==> src/rtl/freq_meter.sv <==
`timescale 1ns/1ps
`default_nettype none
// ============================================================================
//  Module   : freq_meter
//  Purpose  : Gated frequency counter. Counts rising edges of an asynchronous
//             square wave over a fixed window of GATE_CYCLES system clocks and
//             publishes the count with a one-cycle valid strobe. An LED output
//             toggles once per completed window as a heartbeat.
//  Ports    : clk        - system clock
//             rst        - synchronous, active-high reset
//             sig_in     - asynchronous signal under measurement
//             meas_en    - 1 = run windows back to back, 0 = idle / abort
//             freq       - edge count of the last completed window
//             freq_ovf   - last completed window saturated
//             freq_valid - one-cycle strobe when freq / freq_ovf update
//             led        - toggles on every completed window
//  Revision : 1.0 - initial release
// ============================================================================
module freq_meter #(
    parameter int GATE_CYCLES = 50_000_000,
    parameter int CNT_W       = 32
) (
    input  logic             clk,
    input  logic             rst,
    input  logic             sig_in,
    input  logic             meas_en,
    output logic [CNT_W-1:0] freq,
    output logic             freq_ovf,
    output logic             freq_valid,
    output logic             led
);

    localparam int                  c_gate_w  = (GATE_CYCLES > 1) ? $clog2(GATE_CYCLES) : 1;
    localparam logic [c_gate_w-1:0] c_last    = c_gate_w'(GATE_CYCLES - 1);
    localparam logic [CNT_W-1:0]    c_cnt_max = {CNT_W{1'b1}};

    typedef enum logic [0:0] {
        ST_IDLE = 1'b0,
        ST_GATE = 1'b1
    } state_t;

    state_t              r_state;
    state_t              w_state_next;
    logic                r_sync1;
    logic                r_sync2;
    logic                r_dly;
    logic [c_gate_w-1:0] r_gate_cnt;
    logic [CNT_W-1:0]    r_edge_cnt;
    logic                r_ovf;

    logic                w_edge;
    logic                w_at_max;
    logic                w_edge_sat;
    logic [CNT_W-1:0]    w_edge_inc;
    logic                w_final;
    logic                w_counting;

    // Two-flop synchroniser plus one delay stage for edge detection. Runs in
    // every state so the first GATE cycle already sees a settled history.
    always_ff @(posedge clk) begin
        if (rst) begin
            r_sync1 <= 1'b0;
            r_sync2 <= 1'b0;
            r_dly   <= 1'b0;
        end else begin
            r_sync1 <= sig_in;
            r_sync2 <= r_sync1;
            r_dly   <= r_sync2;
        end
    end

    assign w_edge     = r_sync2 & ~r_dly;
    assign w_at_max   = (r_edge_cnt == c_cnt_max);
    // An edge arriving while already saturated marks the window as overflowed.
    assign w_edge_sat = w_edge & w_at_max;
    // Count including this cycle's edge, saturated; used both for the running
    // count and for the published result so an edge on the final cycle still
    // belongs to the ending window.
    assign w_edge_inc = (w_edge && !w_at_max) ? r_edge_cnt + CNT_W'(1) : r_edge_cnt;

    always_ff @(posedge clk) begin
        if (rst) begin
            r_state <= ST_IDLE;
        end else begin
            r_state <= w_state_next;
        end
    end

    always_comb begin
        w_state_next = r_state;
        w_final      = 1'b0;
        case (r_state)
            ST_IDLE: begin
                if (meas_en) begin
                    w_state_next = ST_GATE;
                end
            end
            ST_GATE: begin
                // Final-cycle handling takes precedence over an abort so a
                // window that completes is always published.
                if (r_gate_cnt == c_last) begin
                    w_final = 1'b1;
                end
                if (!meas_en) begin
                    w_state_next = ST_IDLE;
                end
            end
            default: begin
                w_state_next = ST_IDLE;
            end
        endcase
    end

    // Counters advance only inside a window that continues past this cycle;
    // completion, abort and IDLE all clear them.
    assign w_counting = (r_state == ST_GATE) && meas_en && !w_final;

    always_ff @(posedge clk) begin
        if (rst) begin
            r_gate_cnt <= '0;
            r_edge_cnt <= '0;
            r_ovf      <= 1'b0;
            freq       <= '0;
            freq_ovf   <= 1'b0;
            freq_valid <= 1'b0;
            led        <= 1'b0;
        end else begin
            freq_valid <= w_final;
            if (w_counting) begin
                r_gate_cnt <= r_gate_cnt + c_gate_w'(1);
                r_edge_cnt <= w_edge_inc;
                r_ovf      <= r_ovf | w_edge_sat;
            end else begin
                r_gate_cnt <= '0;
                r_edge_cnt <= '0;
                r_ovf      <= 1'b0;
            end
            if (w_final) begin
                freq     <= w_edge_inc;
                freq_ovf <= r_ovf | w_edge_sat;
                led      <= ~led;
            end
        end
    end

endmodule
`default_nettype wire

==> config.mk <==
export PLATFORM = sky130hd
export DESIGN_NAME = freq_meter
export DESIGN_NICKNAME = d
export VERILOG_FILES = /design/src/rtl/freq_meter.sv
export SDC_FILE = /design/constraint.sdc
export NUM_CORES = 1
export LEC_CHECK = 0
export ABC_AREA = 0
export BUFFER_PORTS_ARGS = -buffer_cell sky130_fd_sc_hd__buf_2
export CAP_MARGIN = 20
export CORE_MARGIN = 1.5
export CORE_UTILIZATION = 59
export DETAILED_ROUTE_END_ITERATION = 6
export HOLD_SLACK_MARGIN = 0.02
export PLACE_DENSITY = 0.79
export RECOVER_POWER = 25
export SKIP_LAST_GASP = 1
export SYNTH_ARGS = -nofsm -noshare
export SYNTH_HDL_FRONTEND = slang
export SYNTH_SLANG_ARGS = --single-unit
==> constraint.sdc <==
create_clock -name clk -period 2.3 [get_ports clk]
set_input_delay 0 -clock clk [delete_from_list [all_inputs] [get_ports clk]]
set_output_delay 0 -clock clk [all_outputs]
set_load 0.02 [all_outputs]
# Word-level counts from Yosys, hierarchy flattened
# Index checks and enable logic that the tools add are counted.
# totals
ff_bits	98
input_bits	4
out_inout_bits	35
wordCells	31
# op_classes
n_addsub	2
eq_ne	2
mux	4
bitwise	6
n_reduce_logical	6
# ops
op	n
$add A32 B1 Y32 const B	1
$eq A32 B32 Y1 const B	1
$mux W32	1
$add A26 B1 Y26 const B	1
$eq A26 B26 Y1 const B	1
$logic_and A1 B1 Y1	3
$mux W1	3
$not A1 Y1	3
$and A1 B1 Y1	2
$logic_not A1 Y1	2
$reduce_or A2 Y1	1
$or A1 B1 Y1	1

# Depth between registers and ports, before layout
# depth
ltp_word	7
ltp_mapped	10
ltp_nobuf	7

# Worst setup path after synthesis
# No wires, ideal clock.
# synth_path
path_kind	reg-to-reg
startpoint	register r_edge_cnt[0]
endpoint	register freq[16]
setup_ns	0.139
t_arrival_ns	1.747
t_required_ns	2.161
slack_ns	0.415
path_stages_with_launch	9
path_buffers	1
synth_period_minus_slack_ns	1.885
cell_sequence	dfxtp_1 > ha_1 > nand3_2 > nor4_4 > nand4_4 > buf_6 > nand4_1 > xor2_1 > a211oi_1
# synth_between
elab_chain_cells	4
word_cells_on_any_way	5
cone_classes	1 x add/sub; 1 x eq/ne; 1 x mux; 2 x reduce/logical
# synth_rtl
item	line	rtl
from (decl)	48	logic [CNT_W-1:0] r_edge_cnt;
from (signal assigned)	131	r_edge_cnt <= w_edge_inc;
branches (longest 3 deep; another with $add A32 B1 Y32)	n/a	
$mux W32 *	79	assign w_edge_inc = (w_edge && !w_at_max) ? r_edge_cnt + CNT_W'(1) : r_edge_cnt;
to (signal assigned)	139	freq <= w_edge_inc;
to (decl)	27	output logic [CNT_W-1:0] freq,
# Every way passes the cells marked *.
# A chain may end at the register's enable or synchronous reset.

# Worst setup path in the final report
# layout_path
startpoint	register r_edge_cnt[0]
endpoint	register freq[1]
# Same word-level chain as after synthesis.

==> reports/qor.yml <==
outcome:
  outcome: "finished, final reports clean"
synthesis:
  ys_ff_latch: 98
  synth.distinct_cells: 48
  synthCells: 445
  seq_area_frac_synth_pct: 46.88
  yosysWarnings: 0
  yosysTopAreaCell: "dfxtp_1"
  synth_edf_count: 0
  synth_top_area_share_pct: 46.88
  synth.area.top_cells: "dfxtp_1 (47%), nor2_1 (9.2%), xor2_1 (8.2%), a211oi_1 (4.8%), nand4_1 (3.6%)"
  synth_area_mm2: 0.004185
  synthArstFlopShare_pct: 0
  synthFlopType: "dfxtp_1"
  avgSynthCellArea_um2: 9.405
  syn_nets: 451
detailed_routing:
  detail-route-antenna-nets: 0
  routed_wl_um: 8058
  drc_errors: 0
  first_pass_iters: 4
  drt_iter0_drc: 161
  viasPerCell: 5.438
  via_count: 3176
  wl_per_cell_um: 13.80
worst_setup_path:
  startpoint: "r_edge_cnt[0]"
  cp.depth: 8
  crit_fanout: 11
  cp_top_family: "simple AND/OR/NAND/NOR gates"
  setup.worst_path.start_class: "flip-flop"
  critPathMaxStageDelay_ps: 380
  r2r_setup_slack_ps: 160
  path_cells: "ha_1 > nand3_2 > nor4_4 > nand4_4 > buf_12 > nand2_1 > mux2i_1 > a211oi_1"
  r2r_cells: 8
  crit_arrival_ps: 2380
  cp_num_buf_inv: 1
  cp.required_ps: 2540
  critPathSlowestCell: "dfxtp_1"
  r2r_start: "r_edge_cnt[0]"
  r2r-end: "freq[1]"
  critPathKind: "flip-flop to flip-flop"
  setup.worst_path.end: "freq[1]"
  critPathCaptureType: "flip-flop"
placement:
  gp_congestion: 0.8701
  dp_cells: 562
  portBuffers: 38
  hpwl_um: 5319
  dp_slack_ps: 83.30
grt:
  grt_use_total_pct: 22.15
  grt_overflow: 0
  grt_pass1_wl_um: 13240
  antenna_found_initial: 0
  grt_pass1_vias: 2992
  grt_max_degree: 39
final_layout:
  final_cells: 584
  drive_gt1_share_pct: 11.27
  diodes: 0
  nets: 489
  syn2layout_area_growth_pct: 11.60
power:
  peakVddDrop_mv: 0.3862
  total_power_w: 0.002950
  p_per_area_mw_per_mm2: 631.6
  p_leak_nw: 1.508
run:
  cap_violations: 0
worst_hold_path:
  hold_class: "input pin to flip-flop"
floorplan:
  die-area_mm2: 0.007608
  die_w_um: 87.23
  core_area_mm2: 0.006832
  rows: 30
  initial_core_util_pct: 61.26
  die_height_um: 87.23
  io_pins: 39
sta:
  setup_violations: 0
  slew_viol_final: 0
  skew_ps: 7.311
  final.setup.worst_slack_ps: 164.3
  fmax_ghz: 0.4682
  slew_headroom_pct: 60.04
  tightest_slew_ps: 594.5
  min_period_ps: 2136
  fin_crit_sh_pct: 92.86
  hold_viol: 0
clock_tree:
  cts.path.max_buffers: 2
  path_clk_slew_ps: 90
  cts_tree: "yes"
  htreeDepth: 3
  cts_buffers: 9
  cts_num_sinks: 98
  ctsRootBufferMaster: "clkbuf_8"
  worstSkewPairLatency_ps: 360
-- per-stage QoR --
step | setup TNS, ps | utilization (%) | hold WS [ps] | area, um^2
2_1_floorplan | 0 | - | 83.20 | 4185
3_3_place_gp | 0 | 64.69 | 205.5 | 4419
3_5_place_dp | 0 | 64.69 | 215.2 | 4419
4_1_cts | 0 | 68.35 | 307.2 | 4669
5_1_grt | -1.054 | 68.37 | 358.4 | 4671
6_report | 0 | 68.37 | 319.5 | 4671
-- worst min-delay path by stage --
| stage | start | to | slack (ps) | cells past startpoint |
|---|---|---|---|---|
| after floorplan | rst | r_state | 80 | 1 |
| after global placement | rst | r_state | 210 | 2 |
| after detailed placement | rst | r_state | 220 | 2 |
| after CTS | meas_en | r_edge_cnt[0] | 310 | 5 |
| after global routing | meas_en | r_gate_cnt[1] | 360 | 5 |
| final | meas_en | r_edge_cnt[0] | 320 | 5 |
-- report_power, final --
group	total, W	internal, W	switching, W
Clock	0.00121	0.000643	0.000568
Sequential	0.00170	0.00170	0.00000255
Combinational	0.0000376	0.0000127	0.0000249
Total	0.00295	0.00235	0.000596
-- Yosys cell counts, types with 2 or more instances --
master    number
nand3_1       20
or2_2          2
nand3_2        3
nor3_1         2
nor4_1         3
buf_2          8
buf_6          3
nand4_1       24
xor2_1        39
a211oi_2       7
and2_1         2
inv_1          4
ha_1           2
xnor2_1       16
and4b_1        2
nand3b_1       2
nand2_1       16
nor2_1       103
and4_1         9
a21oi_1        2
buf_4          6
and3_1         9
clkbuf_8       2
clkbuf_1       4
a211oi_1      27
dfxtp_1       98
nor2b_1        9
-- kinds of logic after synthesis --
group	Yosys count	share of synthesized area (%)
xor gates and xnor gates	55	11.51
AOI/OAI and AO/OA	39	8.131
buffers and inverters	28	4.334
muxes	1	0.2392
adders and majority gates	2	0.5978
and+or+nand+nor	222	28.31
DFF	98	46.88
-- layer usage --
layer / track usage (%) / vias to the layer above / part of all wire, %
met2: 39.11 / 46 / 51
met5: 0 / - / 0
li1: - / 1620 / -
met1: 25.87 / 1498 / 45
met4: 9.235 / 0 / 1.6
met3: 4.929 / 12 / 2.8
-- worst reg2reg max path: cells and delay by family (launching register included) --
family | cells | cell delay, ps
compound gates | 1 | 110
fa+ha+maj | 1 | 300
simple gates | 4 | 760
mux | 1 | 280
flops | 1 | 380
buf+inv | 1 | 180
-- registers in the layout (all words and copies together) (netlist names) --
register    flops
freq           32
r_edge_cnt     32
r_gate_cnt     26
freq_ovf        1
freq_valid      1
led             1
r_dly           1
r_ovf           1
r_state         1
r_sync1         1
r_sync2         1
-- layout make-up --
type                       count  area (um^2)
fill                         570         2161
multi-input combinational    319         2049
sequential                    98         1962
timing repair buffer          51        304.0
clock buffer                  12        145.1
tap                           96        120.1
clock inverter                 4        75.07
inverter                       4        15.01
-- placed cells by master (no fill, tap or decap), types with 3 or more instances in the layout --
cell type      Yosys  layout
a211oi_1          27      27
a211oi_2           7       7
and3_1             9       8
and4_1             9       9
buf_12             0       4
buf_2              8       5
buf_4              6       6
clkbuf_1           4      35
clkbuf_8           2      10
dfxtp_1           98      98
dlygate4sd3_1      0       3
inv_1              4       4
nand2_1           16      16
nand3_1           20      20
nand3_2            3       3
nand4_1           24      24
nor2_1           103     103
nor2b_1            9       9
xnor2_1           16      16
xor2_1            39      39
-- repair_timing --
item,in CTS,in global routing
hold buffers,3,0
endpoints found under the hold margin,2,0
setup endpoints to repair,0,25
buffers inserted,0,3
resized for setup,0,2
Note: power is estimated with default switching activity, not from simulation.
